===== config.mk =====
export PLATFORM = sky130hd
export DESIGN_NAME = sync_fifo_flags
export DESIGN_NICKNAME = d
export VERILOG_FILES = /design/src/rtl/sync_fifo_flags.sv
export SDC_FILE = /design/constraint.sdc
export NUM_CORES = 1
export LEC_CHECK = 0
export BUFFER_PORTS_ARGS = -buffer_cell sky130_fd_sc_hd__buf_2
export CAP_MARGIN = 20
export CORE_ASPECT_RATIO = 0.75
export CORE_MARGIN = 1
export CORE_UTILIZATION = 60
export DETAILED_ROUTE_END_ITERATION = 10
export PLACE_DENSITY = 0.76
export SLEW_MARGIN = 25
export SYNTH_ARGS = -nofsm -noshare
export SYNTH_HDL_FRONTEND = slang
export SYNTH_SLANG_ARGS = --single-unit

===== constraint.sdc =====
create_clock -name clk -period 4.08 [get_ports clk]
set_clock_uncertainty 0.05 [all_clocks]
set_input_delay 0.612 -clock clk [delete_from_list [all_inputs] [get_ports clk]]
set_output_delay 0.612 -clock clk [all_outputs]
set_load 0.02 [all_outputs]

===== src/rtl/sync_fifo_flags.sv =====
// Single-clock FIFO with occupancy count, almost-full/almost-empty thresholds, sticky
// overflow/underflow flags and a selectable registered or first-word-fall-through read port.
module sync_fifo_flags #(
  parameter int unsigned DataWidth      = 8,
  parameter int unsigned Depth          = 16,
  parameter int unsigned PtrWidth       = $clog2(Depth),
  parameter int unsigned AlmostFullThr  = Depth - 2,
  parameter int unsigned AlmostEmptyThr = 2,
  parameter bit          Fwft           = 1'b0
) (
  input  logic                 clk,
  input  logic                 rst,
  input  logic                 writeEn,
  input  logic [DataWidth-1:0] writeData,
  input  logic                 readEn,
  input  logic                 clearErr,
  output logic [DataWidth-1:0] readData,
  output logic                 readValid,
  output logic                 full,
  output logic                 empty,
  output logic                 almostFull,
  output logic                 almostEmpty,
  output logic [PtrWidth:0]    count,
  output logic                 overflow,
  output logic                 underflow
);

  localparam int unsigned CntW = PtrWidth + 1;
  localparam logic [PtrWidth:0] DepthCnt = CntW'(Depth);
  localparam logic [PtrWidth:0] AfCnt    = CntW'(AlmostFullThr);
  localparam logic [PtrWidth:0] AeCnt    = CntW'(AlmostEmptyThr);
  localparam logic [PtrWidth:0] One      = CntW'(1);

  logic [DataWidth-1:0] mem_q [Depth];

  logic [PtrWidth:0]    wr_ptr_q, wr_ptr_d;
  logic [PtrWidth:0]    rd_ptr_q, rd_ptr_d;
  logic [PtrWidth:0]    count_q, count_d;
  logic [DataWidth-1:0] rd_data_q, rd_data_d;
  logic                 rd_valid_q, rd_valid_d;
  logic                 ovf_q, ovf_d;
  logic                 unf_q, unf_d;

  logic                 wr_acc, rd_acc;
  logic [PtrWidth-1:0]  wr_idx, rd_idx;
  logic [DataWidth-1:0] head;

  assign wr_idx = wr_ptr_q[PtrWidth-1:0];
  assign rd_idx = rd_ptr_q[PtrWidth-1:0];
  assign head   = mem_q[rd_idx];

  // Acceptance uses the registered flags, so a rejected request never touches state.
  assign wr_acc = writeEn & ~full;
  assign rd_acc = readEn & ~empty;

  always_comb begin
    wr_ptr_d   = wr_acc ? wr_ptr_q + One : wr_ptr_q;
    rd_ptr_d   = rd_acc ? rd_ptr_q + One : rd_ptr_q;
    count_d    = count_q;
    unique case ({wr_acc, rd_acc})
      2'b10:   count_d = count_q + One;
      2'b01:   count_d = count_q - One;
      default: count_d = count_q;
    endcase
    // A new error in the same cycle as clearErr keeps the flag set.
    ovf_d      = (writeEn & full) | (ovf_q & ~clearErr);
    unf_d      = (readEn & empty) | (unf_q & ~clearErr);
    rd_data_d  = rd_acc ? head : rd_data_q;
    rd_valid_d = rd_acc;
  end

  always_ff @(posedge clk) begin
    if (rst) begin
      wr_ptr_q   <= '0;
      rd_ptr_q   <= '0;
      count_q    <= '0;
      rd_data_q  <= '0;
      rd_valid_q <= 1'b0;
      ovf_q      <= 1'b0;
      unf_q      <= 1'b0;
    end else begin
      wr_ptr_q   <= wr_ptr_d;
      rd_ptr_q   <= rd_ptr_d;
      count_q    <= count_d;
      rd_data_q  <= rd_data_d;
      rd_valid_q <= rd_valid_d;
      ovf_q      <= ovf_d;
      unf_q      <= unf_d;
    end
  end

  always_ff @(posedge clk) begin
    if (!rst && wr_acc) begin
      mem_q[wr_idx] <= writeData;
    end
  end

  always_comb begin
    full        = (count_q == DepthCnt);
    empty       = (count_q == '0);
    almostFull  = (count_q >= AfCnt);
    almostEmpty = (count_q <= AeCnt);
    count       = count_q;
    overflow    = ovf_q;
    underflow   = unf_q;
    // FWFT shows the head combinationally; when empty it holds the last popped word.
    if (Fwft) begin
      readValid = ~empty;
      readData  = empty ? rd_data_q : head;
    end else begin
      readValid = rd_valid_q;
      readData  = rd_data_q;
    end
  end

endmodule

==> results.sh <==
export IMPL_io_pins=33
export IMPL_p_int_mw=3.06
export IMPL_h_tree_depth=4
export IMPL_die_h_um=89.6
export IMPL_synth_top_area_share_pct=62.6
export IMPL_grt_overflow_total=0
export IMPL_multi_input_area_um2=1700
export IMPL_syn_area_um2=6140
export IMPL_nets=454
export IMPL_timing_rr_start="count[3]"
export IMPL_hold_viol=0
export IMPL_combPwrFrac_pct=18.8
export IMPL_static_leakage_power_nw=2.31
export IMPL_port_buffers=32
export IMPL_finalSetupViolCount=0
export IMPL_end_kind="flop"
export IMPL_clk_latency_ns=0.42
export IMPL_rrSetupSlack_ns=1.10
export IMPL_synth_top_flop_cell="edfxtp_1"
export IMPL_holdCritStartpoint="writeEn"
export IMPL_r2r_cells=9
export IMPL_period_needed_ns=2.98
export IMPL_fin_setup_tns_ns=0
export IMPL_antenna_found_initial=0
export IMPL_synthCells=398
export IMPL_max_slew_worst_pin_slew_ns=0.889
export IMPL_regToRegEndpoint="count[4]"
export IMPL_cts_setup_buffers=0
export IMPL_antenna_cells=0
export IMPL_ys_warn_count=0
export IMPL_drt_wl_total_um=12600
export IMPL_cp_arrival_ns=3.24
export IMPL_grt_pass1_vias=3306
export IMPL_min_path_cells=3
export IMPL_final_fill_count=632
export IMPL_power_switching_mw=1.23
export IMPL_vias=3498
export IMPL_wl_per_cell_um=21.8
export IMPL_drt_vias_per_instance=6.07
export IMPL_criticalPathCategory="reg -> reg"
export IMPL_clkPwrFrac_pct=37.7
export IMPL_cts_hold_buffers=0
export IMPL_synth_seq_area_share_pct=70.4
export IMPL_clk_path_buf_depth=2
export IMPL_area_growth_pct=14.1
export IMPL_rsz0062_at_grt="no"
export IMPL_layout_drive_gt1_share_pct=18.2
export IMPL_initial_core_util_pct=62.6
export IMPL_power_density_nw_per_um2=611
export IMPL_hp_class="in -> reg"
export IMPL_synth_edf_count=128
export IMPL_ant_nets=0
export IMPL_cts_sinks=152
export IMPL_synth_distinct_cells=36
export IMPL_syn_nets=421
export IMPL_gp_congestion=0.806
export IMPL_dr_pass1_iters=5
export IMPL_grt_start_max_net_pins=51
export IMPL_pwr_share_seq_pct=43.5
export IMPL_synth_seq_cells=152
export IMPL_clk_pin_slew_worst_paths_ns=0.06
export IMPL_synth_top_area_cell="edfxtp_1"
export IMPL_crit_fanout=8
export IMPL_track_usage_pct=25.4
export IMPL_cts_tree="yes"
export IMPL_rows=31
export IMPL_maxCapViolations=0
export IMPL_cts_resized=0
export IMPL_timing_fmax_mhz=336
export IMPL_outcome="completed"
export IMPL_core_um2=9810
export IMPL_cts_made_buffers=17
export IMPL_synth_avg_cell_area_um2=15.4
export IMPL_slew_headroom_pct=40.7
export IMPL_layout_setup_ws_ns=1.10
export IMPL_slew_violations=0
export IMPL_ir_drop_mv=0.523
export IMPL_grt_pass1_wl_um=18900
export IMPL_dieArea_um2=10700
export IMPL_seqCellArea_um2=4330
export IMPL_clockRootBuffer="clkbuf_16"
export IMPL_worstHoldEndpoint="overflow"
export IMPL_die_x_um=119
export IMPL_drtIter0Drc=334
export IMPL_drc=0
export IMPL_dp_slack_ns=1.13
export IMPL_place_hpwl_um=7910
export IMPL_synthArstFlopShare_pct=0
export IMPL_p_sw_share_pct=28.6
export IMPL_synth_area_leaders="edfxtp_1, mux2i_1, dfxtp_1"
export IMPL_fin_crit_sh_pct=73.0
export IMPL_start_kind="flop"
export IMPL_cp_required_ns=4.34
[worst max-delay path by stage]
| stage | from | to | slack, ns |
|---|---|---|---|
| 2_1_floorplan | count[0] | count[4] | 1.07 |
| 3_3_place_gp | count[3] | count[4] | 1.22 |
| 3_5_place_dp | count[3] | count[4] | 1.13 |
| 4_1_cts | count[3] | count[4] | 1.12 |
| 5_1_grt | count[0] | count[4] | 0.93 |
| 6_report | count[3] | count[4] | 1.10 |
[placed cells by master (no fill, tap or decap), types with 5 or more instances in the layout]
cell       Yosys  routed
xor2_1         6       6
o22ai_1       32      32
nor4_1         8       8
clkbuf_16      0      20
edfxtp_1     128     128
nor2b_1        5       5
mux2i_1       67      67
ha_1           9       9
a211oi_2       8       8
buf_2         10      32
nand2_1        6       6
dfxtp_1       24      23
a21oi_1        6       6
nand3b_1       5       5
nor2_1        42      42
[area by class of cell]
class / count / share of cell area, %
Multi-Input combinational cell: 222 / 24.2
Inverter: 3 / 0.161
Tap cell: 132 / 2.36
Sequential cell: 152 / 61.7
Timing Repair Buffer: 35 / 2.61
Clock inverter: 10 / 1.41
Clock buffer: 22 / 7.53
[metal layers]
layer  GRT usage, %  share of wire, %
met1           35.2                44
met2           38.9                46
met3           6.63               7.5
met4           10.9               1.8
met5              0                 0
[flip-flops by register name (all words and copies together) (netlist names)]
register / flops
mem_q: 128
readData: 8
count: 5
rd_ptr_q: 4
wr_ptr_q: 4
overflow: 1
readValid: 1
underflow: 1
[cell families (layout without fill, tap and decap cells)]
| logic type | after synthesis | in the layout | synth area share [%] |
|---|---|---|---|
| xor gates and xnor gates | 9 | 9 | 1.28 |
| and+or+nand+nor | 78 | 78 | 6.23 |
| AOI/OAI and AO/OA | 57 | 57 | 6.82 |
| DFF | 152 | 152 | 70.4 |
| muxes | 68 | 68 | 11.1 |
| buffers and inverters | 24 | 70 | 2.04 |
| adders and majority gates | 10 | 10 | 2.16 |
[Yosys cell counts, types with 8 or more instances]
| cell | number |
|---|---|
| nor2_1 | 42 |
| nor4_1 | 8 |
| o22ai_1 | 32 |
| a211oi_2 | 8 |
| ha_1 | 9 |
| buf_2 | 10 |
| mux2i_1 | 67 |
| edfxtp_1 | 128 |
| dfxtp_1 | 24 |
[worst max-delay path, stage by stage (launching register included)]
cell and delay (ns):
dfxtp_1 0.37, or3_1 0.52, o21a_1 0.32, inv_2 0.09, ha_1 0.30, ha_1 0.32
a21o_1 0.16, a21oi_1 0.18, mux2i_1 0.22, mux2_2 0.34
[power groups by stage]
stage | clock network, mW | registers [mW] | logic (mW)
6_report | 1.62 | 1.86 | 0.803
4_1_cts | 1.62 | 1.86 | 0.813
2_1_floorplan | 0 | 1.95 | 0.524
3_5_place_dp | 0 | 1.89 | 0.809
3_3_place_gp | 0 | 1.88 | 0.786
5_1_grt | 1.69 | 1.88 | 0.880
[per-stage QoR]
stage | cells | hold WS [ns] | total power [mW] | util (%) | instance area, um2
2_1_floorplan | 398 | 0.427 | 2.47 | - | 6140
3_3_place_gp | 544 | 0.459 | 2.67 | 65.0 | 6380
3_5_place_dp | 544 | 0.474 | 2.70 | 65.0 | 6380
4_1_cts | 576 | 0.425 | 4.30 | 71.4 | 7010
5_1_grt | 576 | 0.466 | 4.45 | 71.4 | 7010
6_report | 576 | 0.433 | 4.28 | 71.4 | 7010
No activity file was read; power rests on OpenSTA's default activity.
